### config.mk
export PLATFORM = sky130hd
export DESIGN_NAME = keys_debounce_array
export DESIGN_NICKNAME = d
export VERILOG_FILES = /design/src/rtl/keys_pkg.sv /design/src/rtl/keys_debounce_ch.sv /design/src/rtl/keys_debounce_array.sv
export SDC_FILE = /design/constraint.sdc
export NUM_CORES = 1
export LEC_CHECK = 0
export ABC_AREA = 0
export CAP_MARGIN = 10
export CORE_AREA = 2 2 147 257
export CTS_BUF_LIST = sky130_fd_sc_hd__clkbuf_4
export CTS_CLUSTER_DIAMETER = 120
export CTS_CLUSTER_SIZE = 24
export DETAILED_ROUTE_END_ITERATION = 8
export DIE_AREA = 0 0 149 259
export DONT_BUFFER_PORTS = 1
export HOLD_SLACK_MARGIN = 0.03
export PLACE_DENSITY = 0.65
export SLEW_MARGIN = 25
export SYNTH_ARGS = -nofsm -noshare
export SYNTH_HDL_FRONTEND = slang
export SYNTH_SLANG_ARGS = --single-unit
### constraint.sdc
create_clock -name clk -period 2.2 [get_ports clk]
set_input_delay 0.11 -clock clk [delete_from_list [all_inputs] [get_ports clk]]
set_output_delay 0.11 -clock clk [all_outputs]
set_load 0.005 [all_outputs]
### src/rtl/keys_pkg.sv
// Shared types and helpers for the key front end.
package keys_pkg;

    // Per-channel hold tracking: released, held before the long threshold, held past it.
    typedef enum logic [1:0] {
        REL  = 2'd0,
        HELD = 2'd1,
        LONG = 2'd2
    } hold_state_e;

    // Counter width large enough to hold the largest of the three terminal counts.
    function automatic int unsigned clog2_max3(input int unsigned a,
                                               input int unsigned b,
                                               input int unsigned c);
        int unsigned m;
        m = a;
        if (b > m) m = b;
        if (c > m) m = c;
        return $clog2(m + 1);
    endfunction

endpackage

### src/rtl/keys_debounce_ch.sv
// One key channel: mask + 2-flop sync, debounce counter, press/release pulses,
// and the hold FSM producing long-press and auto-repeat pulses.
module keys_debounce_ch
    import keys_pkg::*;
#(
    parameter int unsigned STABLE_CNT = 100000,
    parameter int unsigned LONG_CNT   = 50000000,
    parameter int unsigned REPEAT_CNT = 10000000,
    parameter int unsigned ACTIVE_LOW = 1,
    parameter int unsigned REPEAT_EN  = 1,
    parameter int unsigned CNT_W      = 26
) (
    input  logic clk,
    input  logic reset,
    input  logic key_raw_i,
    input  logic key_mask_i,
    output logic key_level_o,
    output logic press_pulse_o,
    output logic release_pulse_o,
    output logic long_pulse_o,
    output logic repeat_pulse_o
);

    localparam logic REL_LVL = (ACTIVE_LOW != 0) ? 1'b1 : 1'b0;
    localparam logic REP_ON  = (REPEAT_EN != 0) ? 1'b1 : 1'b0;
    localparam logic [CNT_W-1:0] STABLE_TERM = CNT_W'(STABLE_CNT - 1);
    localparam logic [CNT_W-1:0] LONG_TERM   = CNT_W'(LONG_CNT - 1);
    localparam logic [CNT_W-1:0] REPEAT_TERM = CNT_W'(REPEAT_CNT - 1);

    logic             sync1_q, sync2_q;
    logic             pressed_s;
    logic             level_q, level_d;
    logic [CNT_W-1:0] dcnt_q, dcnt_d;
    logic             commit;
    logic             press_q, rel_q;
    hold_state_e      state_q;
    logic [CNT_W-1:0] hcnt_q;
    logic             long_q, rep_q;

    // Two-flop synchroniser; masking ahead of it makes a cleared mask look
    // exactly like a raw release, with the full sync + debounce latency.
    always_ff @(posedge clk) begin
        if (reset) begin
            sync1_q <= REL_LVL;
            sync2_q <= REL_LVL;
        end else begin
            sync1_q <= key_mask_i ? key_raw_i : REL_LVL;
            sync2_q <= sync1_q;
        end
    end

    // Normalise to 1 = pressed.
    always_comb begin
        pressed_s = sync2_q ^ REL_LVL;
    end

    // Debounce next-state: count consecutive disagreeing cycles, commit at the terminal count.
    always_comb begin
        level_d = level_q;
        dcnt_d  = '0;
        commit  = 1'b0;
        if (pressed_s != level_q) begin
            if (dcnt_q == STABLE_TERM) begin
                commit  = 1'b1;
                level_d = pressed_s;
            end else begin
                dcnt_d = dcnt_q + 1'b1;
            end
        end
    end

    // Debounced level and the edge pulses, registered together so they coincide.
    always_ff @(posedge clk) begin
        if (reset) begin
            level_q <= 1'b0;
            dcnt_q  <= '0;
            press_q <= 1'b0;
            rel_q   <= 1'b0;
        end else begin
            level_q <= level_d;
            dcnt_q  <= dcnt_d;
            press_q <= commit & pressed_s;
            rel_q   <= commit & ~pressed_s;
        end
    end

    // Hold FSM; a release commit takes priority over a coincident long/repeat expiry.
    always_ff @(posedge clk) begin
        if (reset) begin
            state_q <= REL;
            hcnt_q  <= '0;
            long_q  <= 1'b0;
            rep_q   <= 1'b0;
        end else begin
            long_q <= 1'b0;
            rep_q  <= 1'b0;
            case (state_q)
                REL: begin
                    hcnt_q <= '0;
                    if (commit && pressed_s) state_q <= HELD;
                end
                HELD: begin
                    if (commit) begin
                        state_q <= REL;
                        hcnt_q  <= '0;
                    end else if (hcnt_q == LONG_TERM) begin
                        state_q <= LONG;
                        long_q  <= 1'b1;
                        hcnt_q  <= '0;
                    end else begin
                        hcnt_q <= hcnt_q + 1'b1;
                    end
                end
                LONG: begin
                    if (commit) begin
                        state_q <= REL;
                        hcnt_q  <= '0;
                    end else if (hcnt_q == REPEAT_TERM) begin
                        rep_q  <= REP_ON;
                        hcnt_q <= '0;
                    end else begin
                        hcnt_q <= hcnt_q + 1'b1;
                    end
                end
                default: begin
                    state_q <= REL;
                    hcnt_q  <= '0;
                end
            endcase
        end
    end

    always_comb begin
        key_level_o     = level_q;
        press_pulse_o   = press_q;
        release_pulse_o = rel_q;
        long_pulse_o    = long_q;
        repeat_pulse_o  = rep_q;
    end

endmodule

### src/rtl/keys_debounce_array.sv
// N-channel key front end: one independent debounce/hold channel per key,
// plus a registered "any key pressed" flag.
module keys_debounce_array
    import keys_pkg::*;
#(
    parameter int unsigned NUM_KEYS   = 5,
    parameter int unsigned STABLE_CNT = 100000,
    parameter int unsigned LONG_CNT   = 50000000,
    parameter int unsigned REPEAT_CNT = 10000000,
    parameter int unsigned ACTIVE_LOW = 1,
    parameter int unsigned REPEAT_EN  = 1
) (
    input  logic                clk,
    input  logic                reset,
    input  logic [NUM_KEYS-1:0] key_raw,
    input  logic [NUM_KEYS-1:0] key_mask,
    output logic [NUM_KEYS-1:0] key_level,
    output logic [NUM_KEYS-1:0] press_pulse,
    output logic [NUM_KEYS-1:0] release_pulse,
    output logic [NUM_KEYS-1:0] long_pulse,
    output logic [NUM_KEYS-1:0] repeat_pulse,
    output logic                any_pressed
);

    localparam int unsigned CNT_W = clog2_max3(STABLE_CNT, LONG_CNT, REPEAT_CNT);

    logic any_q;

    for (genvar g = 0; g < NUM_KEYS; g++) begin : g_ch
        keys_debounce_ch #(
            .STABLE_CNT (STABLE_CNT),
            .LONG_CNT   (LONG_CNT),
            .REPEAT_CNT (REPEAT_CNT),
            .ACTIVE_LOW (ACTIVE_LOW),
            .REPEAT_EN  (REPEAT_EN),
            .CNT_W      (CNT_W)
        ) u_ch (
            .clk             (clk),
            .reset           (reset),
            .key_raw_i       (key_raw[g]),
            .key_mask_i      (key_mask[g]),
            .key_level_o     (key_level[g]),
            .press_pulse_o   (press_pulse[g]),
            .release_pulse_o (release_pulse[g]),
            .long_pulse_o    (long_pulse[g]),
            .repeat_pulse_o  (repeat_pulse[g])
        );
    end

    // Registered OR of the debounced levels (one cycle behind key_level).
    always_ff @(posedge clk) begin
        if (reset) any_q <= 1'b0;
        else       any_q <= |key_level;
    end

    always_comb begin
        any_pressed = any_q;
    end

endmodule

==> metrics <==
fraction of layout cells with a size suffix above 1 0.0862; status finished clean; Synth top cells by count 311 x nor2_1, 306 x dfxtp_1, 174 x xnor2_1; CTS tree done; clk sink count 306; sw power 1690 uW; Worst-Skew Late Latency 720 ps; syn_nets 1720; maxcap violations 0; Tcrit/Tclk final 0.980; setup TNS 0 ps; tightest hold margin 339 ps; worst min path class in2reg; vias in the first global route 10.9k; number of synthesized flops with an enable pin 0; DRT iter0 DRCs 386; pin count of the biggest net entering global routing 36; non-filler instance count after layout 2170; placed instance area 0.0151 sq mm; IO Pins 38; Hold Violations, Final 0; sequential element share of the synthesized area 0.424; Critical Path RT 2850 ps; die width 149 um; CTS clk-pin slew, worst paths 230 ps; Worst VDD drop 0.000250 V; Ys Warns 0; Crit. End Element flip-flop; final slew viol count 0; Via Count 11.3k; CP Max Fanout 13; cells after synthesis 1678; RSZ-0062 raised after global routing yes; gr usage total 0.150; CTS max path bufs 3; startpoint types flip-flop; grt ovf 0; antenna violations before repair 2; TritonRoute pass-1 iters 4; dpl hpwl 21.2 mm; Design Area, Final 0.0156 sq mm; relative slew slack 0.598; cell with the most instances after synthesis nor2_1; Synth area leader dfxtp_1; Routed WL 29.5 mm; clk_skew 28.2 ps; LEAKAGE 0.00459 uW; Max Fclk 464 MHz; Worst-Margin Slew 597 ps; core area 0.0365 sq mm; initial core utilization 0.395; Root Buffer Master clkbuf_4; drt drc 0; mapped cell area 0.0144 sq mm; CP Class reg2reg; Layout area overhead 7.94%; Syn Area/Cell 8.61 sq um; Row Count 93; Worst EP arrival 2800 ps; Inserted Clock Buffers 16; async set-reset flop share out of synthesis 0; Yosys top cell area share 0.424; fin util 0.427; Fillers 3695; Sw Share 0.221; Post-synth top flop dfxtp_1; Die H 259 um; Gate power share 0.012; fin crit period 2160 ps; ranking of synthesized cells by area dfxtp_1 42%, xnor2_1 11%, nor2_1 8.1%; I/O Buffers 0; Pwr Density 492 mW/mm^2; WL/cell 13.6 um; Clk pwr share 0.261; Inst Count DP 2129; Seq cells post-synth 306; remaining antenna violation count 0; Distinct cells, synth 65; first-pass GRT wire length 49.4 mm; # nets final 1736; sequential share of power 0.727; H-tree Lvls 1; RePlAce Congestion 0.830; Internal 5970 uW; Die Area 0.0386 sq mm; Via density 5.18; count of final setup violators 0
## critical path: stages, from the launching register on
cell	delay, ps
dfxtp_2	420
ha_4	150
nand4_1	190
or4b_4	590
o31a_1	300
o211ai_4	160
clkbuf_16	230
nor2_1	50
## through the flow
step	setup WS, ps	power [uW]
global route	-38.8	8010
detailed placement	11.7	5730
global placement	38.5	5730
finish	43.0	7670
floorplan	48.3	5720
CTS	1.53	7840
## cell families (layout without fill, tap and decap cells)
logic type      count (synthesis)  in the layout  synth area share
compound gates                 63             63            0.0356
xor+xnor                      242            242             0.147
fa+ha+maj                      30             30            0.0260
buf+inv                       148            164            0.0503
flops                         306            306             0.424
other cells                     0              1                 0
simple gates                  889            889             0.317
## power groups by stage
stage               combinational [uW]  clock [uW]  sequential (uW)
finish                            90.8        2000             5570
CTS                               91.8        2180             5580
global placement                  54.5           0             5680
detailed placement                54.7           0             5680
global route                       100        2330             5580
floorplan                         45.2           0             5670
## per-layer routing
layer	up-vias	global-route usage	wire length (um)
li1	5742	-	-
met1	5373	0.159	12000
met2	102	0.301	16100
met3	31	0.0199	809
met4	2	0.0407	553
met5	-	0	11
## worst paths after layout
path / slack, ps / cells past startpoint / start / to
worst min register to register: 450 / 1 / g_ch[2].u_ch.dcnt_q[0] / g_ch[2].u_ch.dcnt_q[0]
worst max-delay path: 40 / 7 / g_ch[1].u_ch.dcnt_q[0] / g_ch[1].u_ch.hcnt_q[13]
worst min-delay path: 340 / 3 / reset / g_ch[3].u_ch.state_q[0]
worst max register to register: 40 / 7 / g_ch[1].u_ch.dcnt_q[0] / g_ch[1].u_ch.hcnt_q[13]
## what timing repair did
action / 4_1_cts / 5_1_grt
hold buffers: 17 / 0
gates cloned: 0 / 2
endpoints found under the hold margin: 199 / 0
buffers inserted: 0 / 3
resized for setup: 1 / 26
pin swaps: 0 / 9
setup endpoints to repair: 1 / 134
## cells in the final DEF (no fill, tap or decap), types with 11 or more instances in the layout
| cell type | count |
|---|---|
| nor2_1 | 309 |
| dfxtp_1 | 300 |
| xnor2_1 | 174 |
| nand3_1 | 104 |
| nand2_1 | 87 |
| inv_1 | 70 |
| nor3_1 | 70 |
| xor2_1 | 68 |
| nand4_1 | 60 |
| nor4_1 | 52 |
| buf_4 | 47 |
| and3_1 | 41 |
| and4_1 | 30 |
| ha_1 | 28 |
| nor2_2 | 21 |
| or3_1 | 20 |
| clkbuf_4 | 17 |
| dlygate4sd3_1 | 16 |
| nor4b_1 | 11 |
| or2_2 | 11 |
## final cells by class
cell class / instances / area (sq um) / area share
well taps: 475 / 594 / 0.0381
inverters: 71 / 267 / 0.0171
diodes: 1 / 2.50 / 0.000160
clock buffers: 17 / 128 / 0.00818
flip-flops and latches: 306 / 6130 / 0.393
repair buffers: 75 / 763 / 0.0489
clock inverters: 1 / 8.76 / 0.000562
multi-input cells: 1224 / 7700 / 0.494
## registers in the layout, summed over array words and instances (netlist names)
register and flops:
g_ch.u_ch.sync1_q 5, g_ch.u_ch.sync2_q 5, g_ch.u_ch.press_pulse_o 5, g_ch.u_ch.release_pulse_o 5, g_ch.u_ch.state_q 10, g_ch.u_ch.dcnt_q 130, g_ch.u_ch.key_level_o 5, any_pressed 1
g_ch.u_ch.long_pulse_o 5, g_ch.u_ch.hcnt_q 130, g_ch.u_ch.repeat_pulse_o 5
Note: power is estimated with default switching activity, not from simulation.
